==> src/rtl/csa_accum_pkg.sv <==
// Shared types and default widths for the carry-save accumulator sequencer.
package csa_accum_pkg;

    localparam int DEF_WIDTH = 4;
    localparam int DEF_ACC_W = 8;
    localparam int CNT_W     = 4;

    typedef enum logic [1:0] {
        ST_IDLE    = 2'd0,
        ST_ACCUM   = 2'd1,
        ST_RESOLVE = 2'd2,
        ST_DONE    = 2'd3
    } state_t;

endpackage

==> src/rtl/csa_row.sv <==
// Combinational 3:2 compressor; c_next is already shifted left by one, top carry dropped.
module csa_row #(
    parameter int ACC_W = 8
) (
    input  logic [ACC_W-1:0] x,
    input  logic [ACC_W-1:0] s,
    input  logic [ACC_W-1:0] c,
    output logic [ACC_W-1:0] s_next,
    output logic [ACC_W-1:0] c_next
);

    assign c_next[0] = 1'b0;

    for (genvar gi = 0; gi < ACC_W; gi++) begin : g_bit
        assign s_next[gi] = x[gi] ^ s[gi] ^ c[gi];
        if (gi < ACC_W - 1) begin : g_carry
            assign c_next[gi+1] = (x[gi] & s[gi]) | (x[gi] & c[gi]) | (s[gi] & c[gi]);
        end
    end

endmodule

==> src/rtl/csa_accum_seq.sv <==
// Carry-save accumulation sequencer: IDLE -> ACCUM -> RESOLVE -> DONE.
// Define CSA_ACCUM_ITER_RESOLVE_EN to resolve the redundant pair iteratively instead of with one wide adder.
module csa_accum_seq
    import csa_accum_pkg::*;
#(
    parameter int WIDTH = DEF_WIDTH,
    parameter int ACC_W = DEF_ACC_W
) (
    input  logic             clk,
    input  logic             rst_n,
    input  logic             start,
    input  logic [3:0]       num_ops,
    input  logic             in_valid,
    input  logic [WIDTH-1:0] in_data,
    output logic             in_ready,
    output logic             out_valid,
    input  logic             out_ready,
    output logic [ACC_W-1:0] out_sum,
    output logic             busy
);

    state_t             state_reg;
    logic [ACC_W-1:0]   sum_reg;
    logic [ACC_W-1:0]   carry_reg;
    logic [CNT_W-1:0]   cnt_reg;
    logic [CNT_W-1:0]   num_ops_reg;
    logic [ACC_W-1:0]   out_sum_reg;
    logic               in_ready_reg;
    logic               out_valid_reg;
    logic               busy_reg;

    logic [ACC_W-1:0]   x_ext;
    logic [ACC_W-1:0]   sum_next;
    logic [ACC_W-1:0]   carry_next;
    logic [CNT_W-1:0]   cnt_next;

    assign x_ext    = ACC_W'(in_data);
    assign cnt_next = cnt_reg + CNT_W'(1);

    csa_row #(.ACC_W(ACC_W)) u_row (
        .x      (x_ext),
        .s      (sum_reg),
        .c      (carry_reg),
        .s_next (sum_next),
        .c_next (carry_next)
    );

    always_ff @(posedge clk) begin
        if (!rst_n) begin
            state_reg     <= ST_IDLE;
            sum_reg       <= '0;
            carry_reg     <= '0;
            cnt_reg       <= '0;
            num_ops_reg   <= '0;
            out_sum_reg   <= '0;
            in_ready_reg  <= 1'b0;
            out_valid_reg <= 1'b0;
            busy_reg      <= 1'b0;
        end else begin
            case (state_reg)
                ST_IDLE: begin
                    if (start) begin
                        num_ops_reg <= num_ops;
                        sum_reg     <= '0;
                        carry_reg   <= '0;
                        cnt_reg     <= '0;
                        busy_reg    <= 1'b1;
                        if (num_ops == '0) begin
                            out_sum_reg   <= '0;
                            out_valid_reg <= 1'b1;
                            state_reg     <= ST_DONE;
                        end else begin
                            in_ready_reg <= 1'b1;
                            state_reg    <= ST_ACCUM;
                        end
                    end
                end
                ST_ACCUM: begin
                    if (in_valid && in_ready_reg) begin
                        sum_reg   <= sum_next;
                        carry_reg <= carry_next;
                        cnt_reg   <= cnt_next;
                        if (cnt_next == num_ops_reg) begin
                            in_ready_reg <= 1'b0;
                            state_reg    <= ST_RESOLVE;
                        end
                    end
                end
                ST_RESOLVE: begin
`ifdef CSA_ACCUM_ITER_RESOLVE_EN
                    // Half-adder ripple over the whole word per cycle until no carries remain.
                    if (carry_reg == '0) begin
                        out_sum_reg   <= sum_reg;
                        out_valid_reg <= 1'b1;
                        state_reg     <= ST_DONE;
                    end else begin
                        sum_reg   <= sum_reg ^ carry_reg;
                        carry_reg <= (sum_reg & carry_reg) << 1;
                    end
`else
                    out_sum_reg   <= sum_reg + carry_reg;
                    out_valid_reg <= 1'b1;
                    state_reg     <= ST_DONE;
`endif
                end
                ST_DONE: begin
                    if (out_ready) begin
                        out_valid_reg <= 1'b0;
                        busy_reg      <= 1'b0;
                        state_reg     <= ST_IDLE;
                    end
                end
                default: begin
                    in_ready_reg  <= 1'b0;
                    out_valid_reg <= 1'b0;
                    busy_reg      <= 1'b0;
                    state_reg     <= ST_IDLE;
                end
            endcase
        end
    end

    assign in_ready  = in_ready_reg;
    assign out_valid = out_valid_reg;
    assign out_sum   = out_sum_reg;
    assign busy      = busy_reg;

endmodule

==> config.mk <==
export PLATFORM = sky130hd
export DESIGN_NAME = csa_accum_seq
export DESIGN_NICKNAME = d
export VERILOG_FILES = /design/src/rtl/csa_accum_pkg.sv /design/src/rtl/csa_row.sv /design/src/rtl/csa_accum_seq.sv
export SDC_FILE = /design/constraint.sdc
export NUM_CORES = 1
export LEC_CHECK = 0
export CORE_ASPECT_RATIO = 0.7
export CORE_MARGIN = 1
export CORE_UTILIZATION = 45
export CTS_BUF_LIST = sky130_fd_sc_hd__clkbuf_16
export DETAILED_ROUTE_END_ITERATION = 16
export GPL_TIMING_DRIVEN = 0
export PLACE_DENSITY = 0.63
export SYNTH_ARGS = -nofsm -noshare
export SYNTH_HDL_FRONTEND = slang
export SYNTH_SLANG_ARGS = --single-unit
==> constraint.sdc <==
create_clock -name clk -period 2.67 [get_ports clk]
set_clock_uncertainty 0.15 [all_clocks]
set_input_delay 0.4005 -clock clk [delete_from_list [all_inputs] [get_ports clk]]
set_output_delay 0.4005 -clock clk [all_outputs]
set_load 0.01 [all_outputs]
# Word-level counts from Yosys, hierarchy flattened

Cells that the tools add are included.

Logic and storage cells: 98
Output and inout bits: 11
Flip-flop bits (word level): 37

Bitwise gates (word level): 35
Mux-type cells: 28
Eq/ne operators: 10
Reduce and logical (&&, ||, !) cells: 14
Add/sub/neg operators: 2

Operator list:

| cell                                                                   | number |
|---|---|
| 8-bit one-hot mux with 2 select lines                                  | 3 |
| 8-bit 2-to-1 mux                                                       | 5 |
| 1-bit AND                                                              | 15 |
| 2-bit != test (second input constant)                                  | 6 |
| 1-bit XOR                                                              | 12 |
| 2-bit 2-to-1 mux                                                       | 5 |
| 3-bit AND reduction                                                    | 3 |
| 8-bit adder                                                            | 1 |
| 1-bit 2-to-1 mux                                                       | 8 |
| 4-bit 2-to-1 mux                                                       | 2 |
| 1-bit bitwise OR                                                       | 8 |
| 2-bit one-hot mux with 4 select lines                                  | 1 |
| 4-bit one-hot mux with 2 select lines                                  | 1 |
| 4-bit AND reduction                                                    | 2 |
| 2-bit nonzero test                                                     | 3 |
| 5-bit AND reduction                                                    | 1 |
| 4-bit by 1-bit adder with 4-bit output (second input constant)         | 1 |
| 2-bit equality test (second input constant)                            | 2 |
| 4-bit equality test                                                    | 1 |
| 4-bit logical NOT                                                      | 1 |
| 1-bit one-hot mux with 2 select lines                                  | 2 |
| 1-bit one-hot mux with 3 select lines                                  | 1 |
| 3-bit nonzero test                                                     | 1 |
| 2-bit by 1-bit equality test with 1-bit output (second input constant) | 1 |
| other kinds (3)                                                        | 3 |

# Logic depth before layout (Yosys ltp)

Depth after elaboration: 5
Mapped depth: 10

# Hierarchy

A second synthesis with hierarchy kept.

Cell total of the unflattened synthesis: 250
Area total of the unflattened synthesis: 2225.9 um2

Modules (own cells, without submodules):

| module        | cells an instance | instances | sequential area each (um2) | area each (um2) |
|---|---|---|---|---|
| csa_accum_seq | 240               | 1         | 740.7                      | 2050.7 |
| csa_row       | 10                | 1         | 0.0                        | 175.2 |

# Least setup slack after synthesis

Ideal clock, no wire load.

Kind: register -> register
From: register sum_reg[1]
To: register out_sum_reg[7] (netlist: out_sum[7])
Buffers on the path: 0
Setup time: 122 ps
Setup slack: 630 ps
Clock period less this slack: 2040 ps
Required time: 2398 ps
Arrival: 1768 ps
Cell stages (with the launch flop): 8
Cells stage by stage: dfxtp_1 ha_1 fa_1 a211oi_1 o21bai_1 a21oi_1 nor4_1 a221o_1

Word-level cells in the longest chain between the ends: 2

RTL lines:

| element                               | line                 | text |
|---|---|---|
| start, declared                       | csa_accum_seq.sv:23  | `logic [ACC_W-1:0] sum_reg;` |
| start signal, assigned                | csa_accum_seq.sv:80  | `sum_reg <= sum_next;` |
| 8-bit adder                           | csa_accum_seq.sv:101 | `out_sum_reg <= sum_reg + carry_reg;` |
| 8-bit one-hot mux with 2 select lines | csa_accum_seq.sv:60  | `case (state_reg)` |
| end signal, assigned                  | csa_accum_seq.sv:101 |  |
| end, declared                         | csa_accum_seq.sv:27  | `logic [ACC_W-1:0] out_sum_reg;` |

No other way between the ends.
A chain may end at the register's enable or synchronous reset.

# Worst setup path after layout

Same ends and word-level chain as after synthesis.

==> run metrics <==
Vias/cell=between 5 and 6; Vias=1684; initial antenna violation count=0; achievable frequency=roughly 450 MHz; Seq/Total Area, Yosys=between 30% and 40%; Tightest Pin Transition=roughly 0.52 ns; gr ovfl total=0; final WL=~4.6 mm; dominant synthesized flop cell=dfxtp_1; crit-path max cell delay=around 0.42 ns; Worst Path Buf+Inv=0; Core Area=roughly 0.0043 mm2; overall routing resource usage=between 20% and 30%; syn avg cell area=8.78 um2; Max clock buf depth=2; Die H=just under 60 um; Yosys top cell area share=35.5%; register bit total from synthesis=36; Avg WL per Cell=~15 um; final setup TNS=0 ns; Final #Nets=between 200 and 300; RSZ-0062 raised after global routing=no; Area contributors post-synth=dfxtp_1, a21boi_0, ha_1; final hold vios=0; Final HPWL DP=about 3.4 mm; # IOs=24; Mapped Area=0.00203 mm2; synth cell count leaders=dfxtp_1, nand2_1, nand3_1, a21boi_0, ha_1; YS warnings=0; pin count of the biggest net entering global routing=12; DIE AREA=0.00478 mm2; Worst Setup Start Kind=flip-flop; Tmin final=2.24 ns; Slew Limit Fails=0; post-CTS setup buffer count=0; CTS Root Buffer Type=clkbuf_16; layout cells sized above 1=about 8.0%; drt first-iter violations=a little over 80; Core Rows=20; Post-synth EDFFs=0; design area=around 0.0025 mm2; Slew headroom=65.3%; CTS Hold Bufs=0; area grow syn2layout=21.1%; net count of the mapped netlist=260; Netlist cell types=43; CTS tree=yes; first-pass GRT wire length=7.41 mm; final core occ=~57%; post-route ant nets=0; CTS buffer count=5; # DRC=0; Worst Path Arrival=2.25 ns; vias in the first global route=1504; worst vdd ir=0.474 mV; Crit. End Element=flip-flop; Hold Path Stages=2; Crit Path Class=reg2reg; clk sink count=36; Final Cycle Share=between 80 and 90%; Req. time, crit path=2.68 ns; critical path's top delay family=compound AO/OA/AOI/OAI gates; initial core utilization=between 40% and 50%; ys async rst share=0%; Yosys top cell by area=dfxtp_1; status=finished clean; CP cell instances=ha_1 > fa_1 > a211oi_1 > o21bai_1 > a21oi_1 > nor4_1 > a221o_1; Reg clk slew, reported paths=0.05 ns; Post-Syn Instances=231; Area after DPL=approximately 0.0023 mm2; CP Depth=7; Die Wd=around 82 um; CTS H-tree depth=2; CP max-delay cell=fa_1; CP Max Fanout=3; hold crit path type=reg2reg; n_diodes=0; I/O Buffers=22; Static Leak=roughly 0.94 nW; max cap viols=0; Final setup viols=0; post-cts resize count=0; first-pass detailed-route iteration total=4; R2R setup slack=0.43 ns; Power Density=around 730 mW/mm2; worst skew pair latency=between 0.2 and 0.3 ns; gp weighted congestion=0.773; R2R depth=7
-- placed cells by master (no fill, tap or decap), types with 5 or more instances in the layout --
cell type,Yosys,layout
nand2_1,36,36
dfxtp_1,36,36
nand3_1,26,26
a21boi_0,24,24
clkdlybuf4s50_1,0,22
ha_1,12,12
o21ai_0,9,9
a21oi_1,8,8
inv_1,7,7
xnor2_1,6,6
clkbuf_16,0,5
-- per-stage QoR --
| step | setup slack [ns] | power, mW | std cells | hold slack (ns) |
|---|---|---|---|---|
| 3_5_place_dp | 0.406 | 1.24 | 308 | 0.299 |
| 4_1_cts | 0.445 | 1.80 | 316 | 0.308 |
| 3_3_place_gp | 0.436 | 1.24 | 308 | 0.289 |
| 2_1_floorplan | 0.630 | 1.05 | 231 | 0.284 |
| 5_1_grt | 0.351 | 1.90 | 316 | 0.339 |
| 6_report | 0.429 | 1.79 | 316 | 0.307 |
-- metal layers --
| layer | part of all wire (%) | wire, um | track usage [%] |
|---|---|---|---|
| met1 | 54 | 2470 | 32.3 |
| met2 | 40 | 1820 | 28.8 |
| met3 | 5.5 | 253 | 5.67 |
| met4 | 1.2 | 54 | 7.52 |
| met5 | 0 | 0 | 0 |
-- worst reg2reg max path: cells and delay by family (launching register included) --
kind,cells,cell delay [ns]
DFF,1,0.35
and+or+nand+nor,1,0.09
AOI/OAI and AO/OA,4,0.87
adders and majority gates,2,0.67
-- path summary, 6_finish.rpt --
kind,end,start
setup / recovery,out_sum[7]$_SDFFE_PN0P_,sum_reg[1]$_SDFFE_PN0P_
hold / removal,sum_reg[4]$_SDFFE_PN0P_,sum_reg[4]$_SDFFE_PN0P_
setup reg to reg,out_sum[7]$_SDFFE_PN0P_,sum_reg[1]$_SDFFE_PN0P_
hold reg to reg,sum_reg[4]$_SDFFE_PN0P_,sum_reg[4]$_SDFFE_PN0P_
-- cell families after synthesis --
logic type,count (synthesis),share of synthesized area [%]
and+or+nand+nor,84,20.5
adders and majority gates,16,11.4
DFF,36,35.5
buffers and inverters,21,5.12
muxes,3,1.48
xor gates and xnor gates,10,4.32
AOI/OAI and AO/OA,61,21.7
-- where the power goes --
part / switching [mW] / internal [mW]
clock: 0.219 / 0.339
combinational: 0.388 / 0.219
sequential: 0.0428 / 0.580
-- cell type report --
cell class / count / area [um2]
plain buffers: 14 / 77.6
clock buffers: 5 / 125
clock inverters: 3 / 13.8
fillers: 395 / 1870
inverters: 7 / 26.3
multi-input cells: 174 / 1200
flip-flops and latches: 36 / 721
well taps: 55 / 68.8
repair buffers: 22 / 220
Power figures use the tool's default switching activity.
